### src/rtl/count_seq_pkg.sv
// Shared types and constants for the count sequencer: FSM state encoding,
// direction codes and default widths.
package count_seq_pkg;

   localparam int DEF_WIDTH = 8;
   localparam int DEF_REP_W = 4;

   localparam logic DIR_UP   = 1'b1;
   localparam logic DIR_DOWN = 1'b0;

   typedef enum logic [1:0] {
      IDLE = 2'd0,
      RUN  = 2'd1,
      DONE = 2'd2
   } state_t;

endpackage : count_seq_pkg

### src/rtl/updown_counter.sv
// Loadable WIDTH-bit up/down counter. Load wins over enable; the count
// wraps modulo 2^WIDTH in both directions.
module updown_counter
   import count_seq_pkg::*;
#(
   parameter int WIDTH = DEF_WIDTH
) (
   input  logic             clk,
   input  logic             rst,
   input  logic             load,
   input  logic [WIDTH-1:0] load_val,
   input  logic             en,
   input  logic             dir,
   output logic [WIDTH-1:0] q
);

   logic [WIDTH-1:0] q_r;

   // Counter register: async clear, then load, then step in the chosen direction.
   always_ff @(posedge clk or posedge rst) begin
      if (rst) begin
         q_r <= '0;
      end else if (load) begin
         q_r <= load_val;
      end else if (en) begin
         if (dir == DIR_UP) begin
            q_r <= q_r + WIDTH'(1);
         end else begin
            q_r <= q_r - WIDTH'(1);
         end
      end else begin
         q_r <= q_r;
      end
   end

   assign q = q_r;

endmodule : updown_counter

### src/rtl/count_sequencer.sv
// Command-driven count sequencer. A command supplies direction, start, end
// and pass count; the block counts start..end once per pass, pulsing wrap at
// the end of each pass and done after the last one. Pause freezes the run,
// abort drops straight back to idle without a done pulse.
module count_sequencer
   import count_seq_pkg::*;
#(
   parameter int WIDTH = DEF_WIDTH,
   parameter int REP_W = DEF_REP_W
) (
   input  logic             clk,
   input  logic             rst,
   input  logic             cmd_valid,
   output logic             cmd_ready,
   input  logic             cmd_dir,
   input  logic [WIDTH-1:0] cmd_start,
   input  logic [WIDTH-1:0] cmd_end,
   input  logic [REP_W-1:0] cmd_reps,
   input  logic             pause,
   input  logic             abort,
   output logic [WIDTH-1:0] cnt_out,
   output logic             busy,
   output logic             wrap,
   output logic             done
);

   state_t           state_r;
   state_t           state_nx_s;

   logic             dir_r;
   logic [WIDTH-1:0] start_r;
   logic [WIDTH-1:0] end_r;
   logic [REP_W-1:0] reps_left_r;

   logic             accept_s;
   logic             reps_dec_s;
   logic             cnt_load_s;
   logic [WIDTH-1:0] cnt_load_val_s;
   logic             cnt_en_s;
   logic             wrap_s;
   logic [WIDTH-1:0] cnt_s;
   logic [REP_W-1:0] reps_norm_s;

   // A zero pass count is treated as a single pass.
   always_comb begin
      if (cmd_reps == '0) begin
         reps_norm_s = REP_W'(1);
      end else begin
         reps_norm_s = cmd_reps;
      end
   end

   // State register.
   always_ff @(posedge clk or posedge rst) begin
      if (rst) begin
         state_r <= IDLE;
      end else begin
         state_r <= state_nx_s;
      end
   end

   // Next-state and datapath control: accept in IDLE, step/reload in RUN,
   // one-cycle DONE. Abort outranks pause, pause outranks counting.
   always_comb begin
      state_nx_s     = state_r;
      accept_s       = 1'b0;
      reps_dec_s     = 1'b0;
      cnt_load_s     = 1'b0;
      cnt_load_val_s = start_r;
      cnt_en_s       = 1'b0;
      wrap_s         = 1'b0;
      case (state_r)
         IDLE: begin
            if (cmd_valid) begin
               accept_s       = 1'b1;
               cnt_load_s     = 1'b1;
               cnt_load_val_s = cmd_start;
               state_nx_s     = RUN;
            end else begin
               state_nx_s     = IDLE;
            end
         end
         RUN: begin
            if (abort) begin
               state_nx_s = IDLE;
            end else if (pause) begin
               state_nx_s = RUN;
            end else if (cnt_s != end_r) begin
               cnt_en_s   = 1'b1;
               state_nx_s = RUN;
            end else begin
               wrap_s = 1'b1;
               if (reps_left_r == REP_W'(1)) begin
                  state_nx_s = DONE;
               end else begin
                  reps_dec_s     = 1'b1;
                  cnt_load_s     = 1'b1;
                  cnt_load_val_s = start_r;
                  state_nx_s     = RUN;
               end
            end
         end
         DONE: begin
            state_nx_s = IDLE;
         end
         default: begin
            state_nx_s = IDLE;
         end
      endcase
   end

   // Command field latches, captured only on accept.
   always_ff @(posedge clk or posedge rst) begin
      if (rst) begin
         dir_r   <= DIR_DOWN;
         start_r <= '0;
         end_r   <= '0;
      end else if (accept_s) begin
         dir_r   <= cmd_dir;
         start_r <= cmd_start;
         end_r   <= cmd_end;
      end else begin
         dir_r   <= dir_r;
         start_r <= start_r;
         end_r   <= end_r;
      end
   end

   // Remaining-pass counter: loaded on accept, decremented at each non-final pass end.
   always_ff @(posedge clk or posedge rst) begin
      if (rst) begin
         reps_left_r <= '0;
      end else if (accept_s) begin
         reps_left_r <= reps_norm_s;
      end else if (reps_dec_s) begin
         reps_left_r <= reps_left_r - REP_W'(1);
      end else begin
         reps_left_r <= reps_left_r;
      end
   end

   updown_counter #(
      .WIDTH (WIDTH)
   ) u_counter (
      .clk      (clk),
      .rst      (rst),
      .load     (cnt_load_s),
      .load_val (cnt_load_val_s),
      .en       (cnt_en_s),
      .dir      (dir_r),
      .q        (cnt_s)
   );

   // cmd_ready is held low during reset even though the state already reads IDLE.
   assign cmd_ready = (state_r == IDLE) && !rst;
   assign busy      = (state_r == RUN) || (state_r == DONE);
   assign done      = (state_r == DONE);
   assign wrap      = wrap_s;
   assign cnt_out   = cnt_s;

endmodule : count_sequencer

### config.mk
export PLATFORM = sky130hd
export DESIGN_NAME = count_sequencer
export DESIGN_NICKNAME = d
export VERILOG_FILES = /design/src/rtl/count_seq_pkg.sv /design/src/rtl/updown_counter.sv /design/src/rtl/count_sequencer.sv
export SDC_FILE = /design/constraint.sdc
export NUM_CORES = 1
export LEC_CHECK = 0
export CAP_MARGIN = 20
export CORE_MARGIN = 8
export CORE_UTILIZATION = 35
export DETAILED_ROUTE_END_ITERATION = 6
export GPL_TIMING_DRIVEN = 1
export RECOVER_POWER = 25
export REMOVE_ABC_BUFFERS = 1
export SLEW_MARGIN = 25
export SYNTH_ARGS = -nofsm -noshare
export SYNTH_HDL_FRONTEND = slang
export SYNTH_SLANG_ARGS = --single-unit
export TNS_END_PERCENT = 100
### constraint.sdc
create_clock -name clk -period 3.8 [get_ports clk]
set_clock_uncertainty 0.15 [all_clocks]
set_input_delay 0.76 -clock clk [delete_from_list [all_inputs] [get_ports clk]]
set_output_delay 0.76 -clock clk [all_outputs]
set_load 0.01 [all_outputs]
* Yosys cells after proc, flatten, opt, wreduce, memory -nomap -nowiden
Cells that the tools add are included.
Storage, ports and cells: flip-flop bits (word level) 31, latch bits 0, RAM bits 0, bits in read-only memories 0, input port bits 26, output and inout bits 12, memories 0
Cells by class: add/sub/neg operators 3, multiply operators 0, div/mod/pow operators 0, magnitude comparators 0, equal/unequal tests 4, shift operators 0, multiplexer cells 30, bitwise gates (word level) 0, reduce and logical (&&, ||, !) cells 7
Operators by type and width (count):
- 8-bit two-way mux | 5
- 1-bit two-way mux | 16
- 4-bit two-way mux | 3
- 8-bit by 1-bit adder with 8-bit output (second input constant) | 1
- 2-bit two-way mux | 4
- 8-bit != test | 1
- 8-bit by 1-bit subtractor with 8-bit output (second input constant) | 1
- 4-bit by 1-bit equality test with 1-bit output (second input constant) | 1
- 4-bit zero test | 1
- 2-bit one-hot mux with 2 select lines | 1
- 2-bit nonzero test | 2
- 4-bit by 1-bit subtractor with 4-bit output (second input constant) | 1
- 2-bit by 1-bit equality test with 1-bit output (second input constant) | 1
- 2-bit equality test (second input constant) | 1
- 2-bit zero test | 1
- 1-bit one-hot mux with 2 select lines | 1
- 1-bit logical AND | 1
- 1-bit zero test | 1
- 1-bit logical OR | 1

* Logic depth before layout (Yosys ltp)
depth in word-level cells 8, mapped depth 8, depth with buffers taken out 7

* Hierarchy
A second synthesis with hierarchy kept.
Unflattened totals: cell total of the unflattened synthesis 182, area, all modules 1980.6 µm²
By module, submodules not included:
- count_sequencer | times used 1, cells an instance 106, area each 1301.2 µm², sequential area each 575.6 µm²
- updown_counter | times used 1, cells an instance 76, area each 679.4 µm², sequential area each 200.2 µm²

* Least setup slack after synthesis
OpenSTA, ideal clock, no wires.
path kind reg2out, start reg u_counter.q_r[1] (netlist: u_counter.q[1]), end out wrap, arrival 1572 ps, data required time 2890 ps, setup slack 1318 ps, cell stages (with the launch flop) 5, path through dfrtp_1 -> xor2_1 -> nor4_4 -> nand2_1 -> nor2_1
Between the ends: word-level cells in the longest chain between the ends 5
Ends and longest elaborated chain:
- from (decl) | RTL line updown_counter.sv:17 | logic [WIDTH-1:0] q_r;
- from (signal assigned) | RTL line updown_counter.sv:24 | q_r <= load_val;
- from (signal assigned) | RTL line updown_counter.sv:27 | q_r <= q_r + WIDTH'(1);
- from (signal assigned) | RTL line updown_counter.sv:29 | q_r <= q_r - WIDTH'(1);
- 8-bit != test | RTL line count_sequencer.sv:88 | end else if (cnt_s != end_r) begin
- 1-bit two-way mux | RTL line count_sequencer.sv:88
- 1-bit two-way mux | RTL line count_sequencer.sv:86 | end else if (pause) begin
- 1-bit two-way mux | RTL line count_sequencer.sv:84 | if (abort) begin
- 1-bit two-way mux | RTL line count_sequencer.sv:72 | case (state_r)
- to (decl) | RTL line count_sequencer.sv:23 | output logic wrap,
Every way passes these cells.

* Final worst setup path
start in pause, end out wrap
Between the ends: word-level cells in the longest chain between the ends 3
Ends and longest elaborated chain:
- from (decl) | RTL line count_sequencer.sv:19 | input logic pause,
- 1-bit two-way mux | RTL line count_sequencer.sv:86
- 1-bit two-way mux | RTL line count_sequencer.sv:84
- 1-bit two-way mux | RTL line count_sequencer.sv:72
Every way passes these cells.

==> impl_results.md <==
- Core outline area: 5405 um^2
- First-pass GRT wire length: 7.631 mm
- Root Driver: clkbuf_8
- Most frequent cells in the layout: nand2_1 (57), clkdlybuf4s50_1 (36), dfrtp_1 (31), xor2_1 (14)
- Post-synth cell types: 43
- Clk_lat worst skew: around 290 ps
- Vias per cell: 4.840
- Layout Nets: 297
- Critical path arrival: 2420 ps
- Clock-pin slew on the worst setup and hold paths: about 60 ps
- Setup-failing EPs final: 0
- DPL Wire Length: 3.405 mm
- Max-cap violations: 0
- TritonRoute pass-1 iters: 6
- # IOs: 38
- Mapped Area: 1919 um^2
- Vias post-DR: 1607
- Setup TNS: 0 ps
- CP dominant cell by count: clkdlybuf4s50_1
- CTS Buf Count: 5
- Syn_area_per_cell: roughly 9 um^2
- Leak pwr: around 0.0011 uW
- Worst path max stage delay: between 500 and 600 ps
- Post_cts resized: 0
- H-tree depth: 2
- Cell family with most CP delay: buffers and inverters
- Number of port buffers: 37
- Initial antenna violation count: 0
- Die extent in x: 90.05 um
- Grt ovf: 0
- Wire per inst: 13.76 um
- Number of global-route vias before repair: 1542
- Initial Util: 35.51%
- Post-synth EDFFs: 0
- Die area: 8109 um^2
- Synth Instances: roughly 220
- Worst IR drop on VDD: 0.1827 mV
- Max Clk Rate: around 0.3 GHz
- Slew headroom: 21.37%
- Total track usage: 11.74%
- Status: finished clean
- CTS tree: built
- Synthesis Warnings: 0
- Ratio of cells with drive above 1 in the final layout: 6.154%
- Maximum root-to-sink buffer count: 2
- Max-slew violation count: 0
- Sequential-to-total area share from yosys stat: a little over 40%
- Worst setup SP type: input port
- HP Class: flip-flop to flip-flop
- CP bufs+invs: 2
- Worst Setup End Kind: output port
- Area delta synth->final: 29.34%
- Critical Path RT: 2890 ps
- Power density cells: 588.1 nW/um^2
- CTS sink count: 31
- Routability cong.: 0.7890
- Critical Path Slowest Stage Cell: clkdlybuf4s50_1
- # diodes: 0
- Most common cell after layout, fill and taps aside: nand2_1
- Setup bufs post-CTS: 0
- Largest net degree at the start of global routing: 29
- ANT nets after route: 0
- Row cnt: 27
- Fin crit share: 87.54%
- Prevailing post-synth register cell: dfrtp_1
- DRC viols: 0
- Final WL: 4.568 mm
- Asr flop ratio synth: 100.0%
- DR iter-0 viols: 76
- Slew of the pin with the lowest slew margin: 1179 ps
- Die height: 90.05 um
- WHS: roughly 320 ps
- Tmin final: 3326 ps
- Hold_buf cts: 0
- Critical path, cell by cell: clkdlybuf4s50_1 -> or3b_1 -> nor2_1 -> clkdlybuf4s50_1
- Post-synthesis register bit count: 31
- Final core occ: 45.93%
- CP max FO: 6
- RSZ-0062 raised after global routing: false
- Kind of critical path: input port to output port
- Hold Vio Cnt, Final: 0
cells in the mapped netlist (all sizes together) (3+ instances only):
cell type	instances	area share (%)
ha	11	7.2
a21oi	10	2.6
o211ai	3	1.2
nor2	12	2.7
nand3	7	2.5
o21ai	8	2.1
a221oi	3	1.4
buf	4	1.0
dfrtp	31	40
nand2	57	11
inv	10	2.0
a211oi	4	1.6
clkbuf	4	0.78
nor3	5	1.3
xor2	14	6.4
layer usage:
metal / GRT usage (%) / part of all wire (%) / vias up
li1: - / - / 835
met1: 15.10 / 47 / 728
met2: 17.42 / 45 / 37
met3: 3.990 / 5.5 / 7
met4: 4.993 / 1.6 / 0
met5: 0 / 0 / -
worst paths after layout:
kind | endpoint | slack (ps) | cells after the start | from
max in group asynchronous | start_r[6] | 1450 | 3 | rst
min in group asynchronous | start_r[7] | 870 | 2 | rst
worst max register to register | u_counter.q[1] | 1370 | 8 | state_r[0]
worst min-delay path | start_r[4] | 320 | 2 | start_r[4]
worst min register to register | start_r[4] | 320 | 2 | start_r[4]
worst max-delay path | wrap | 470 | 4 | pause
power by group:
part / switching [uW] / total (uW) / internal (uW)
Clock: 123 / 288 / 165
Combinational: 357 / 680 / 323
Sequential: 80.1 / 492 / 412
Total: 560 / 1460 / 900
cell type report:
class / instances / area (um^2)
clock buffers: 8 / 100.1
multi-input cells: 168 / 1071
inverters: 10 / 37.54
flip-flops and latches: 31 / 775.7
well taps: 72 / 90.09
fillers: 552 / 2923
repair buffers: 43 / 407.9
registers in the layout (all words and copies together) (netlist names):
name	flops
end_r	8
state_r	2
dir_r	1
start_r	8
reps_left_r	4
u_counter.q	8
per-stage QoR:
step           std cells  cell area (um^2)  total power [uW]  setup slack (ps)
6_report             332              2482              1460             473.6
4_1_cts              332              2490              1479             469.7
3_3_place_gp         324              2390              1183             501.1
2_1_floorplan        209              1884             963.4              1318
3_5_place_dp         324              2390              1184             480.3
5_1_grt              332              2482              1578             395.3
worst min-delay path, delay by kind of cell, from the launching register on:
kind             cells  cell delay [ps]
flip-flops           1              320
AND/OR/NAND/NOR      2              110
logic make-up after synthesis:
group           share of synthesized area [%]
compound gates                          15.19
xor+xnor                                7.301
fa+ha+maj                               8.214
buf+inv                                 3.781
flops                                   40.42
simple gates                            25.10
Power figures use the tool's default switching activity.
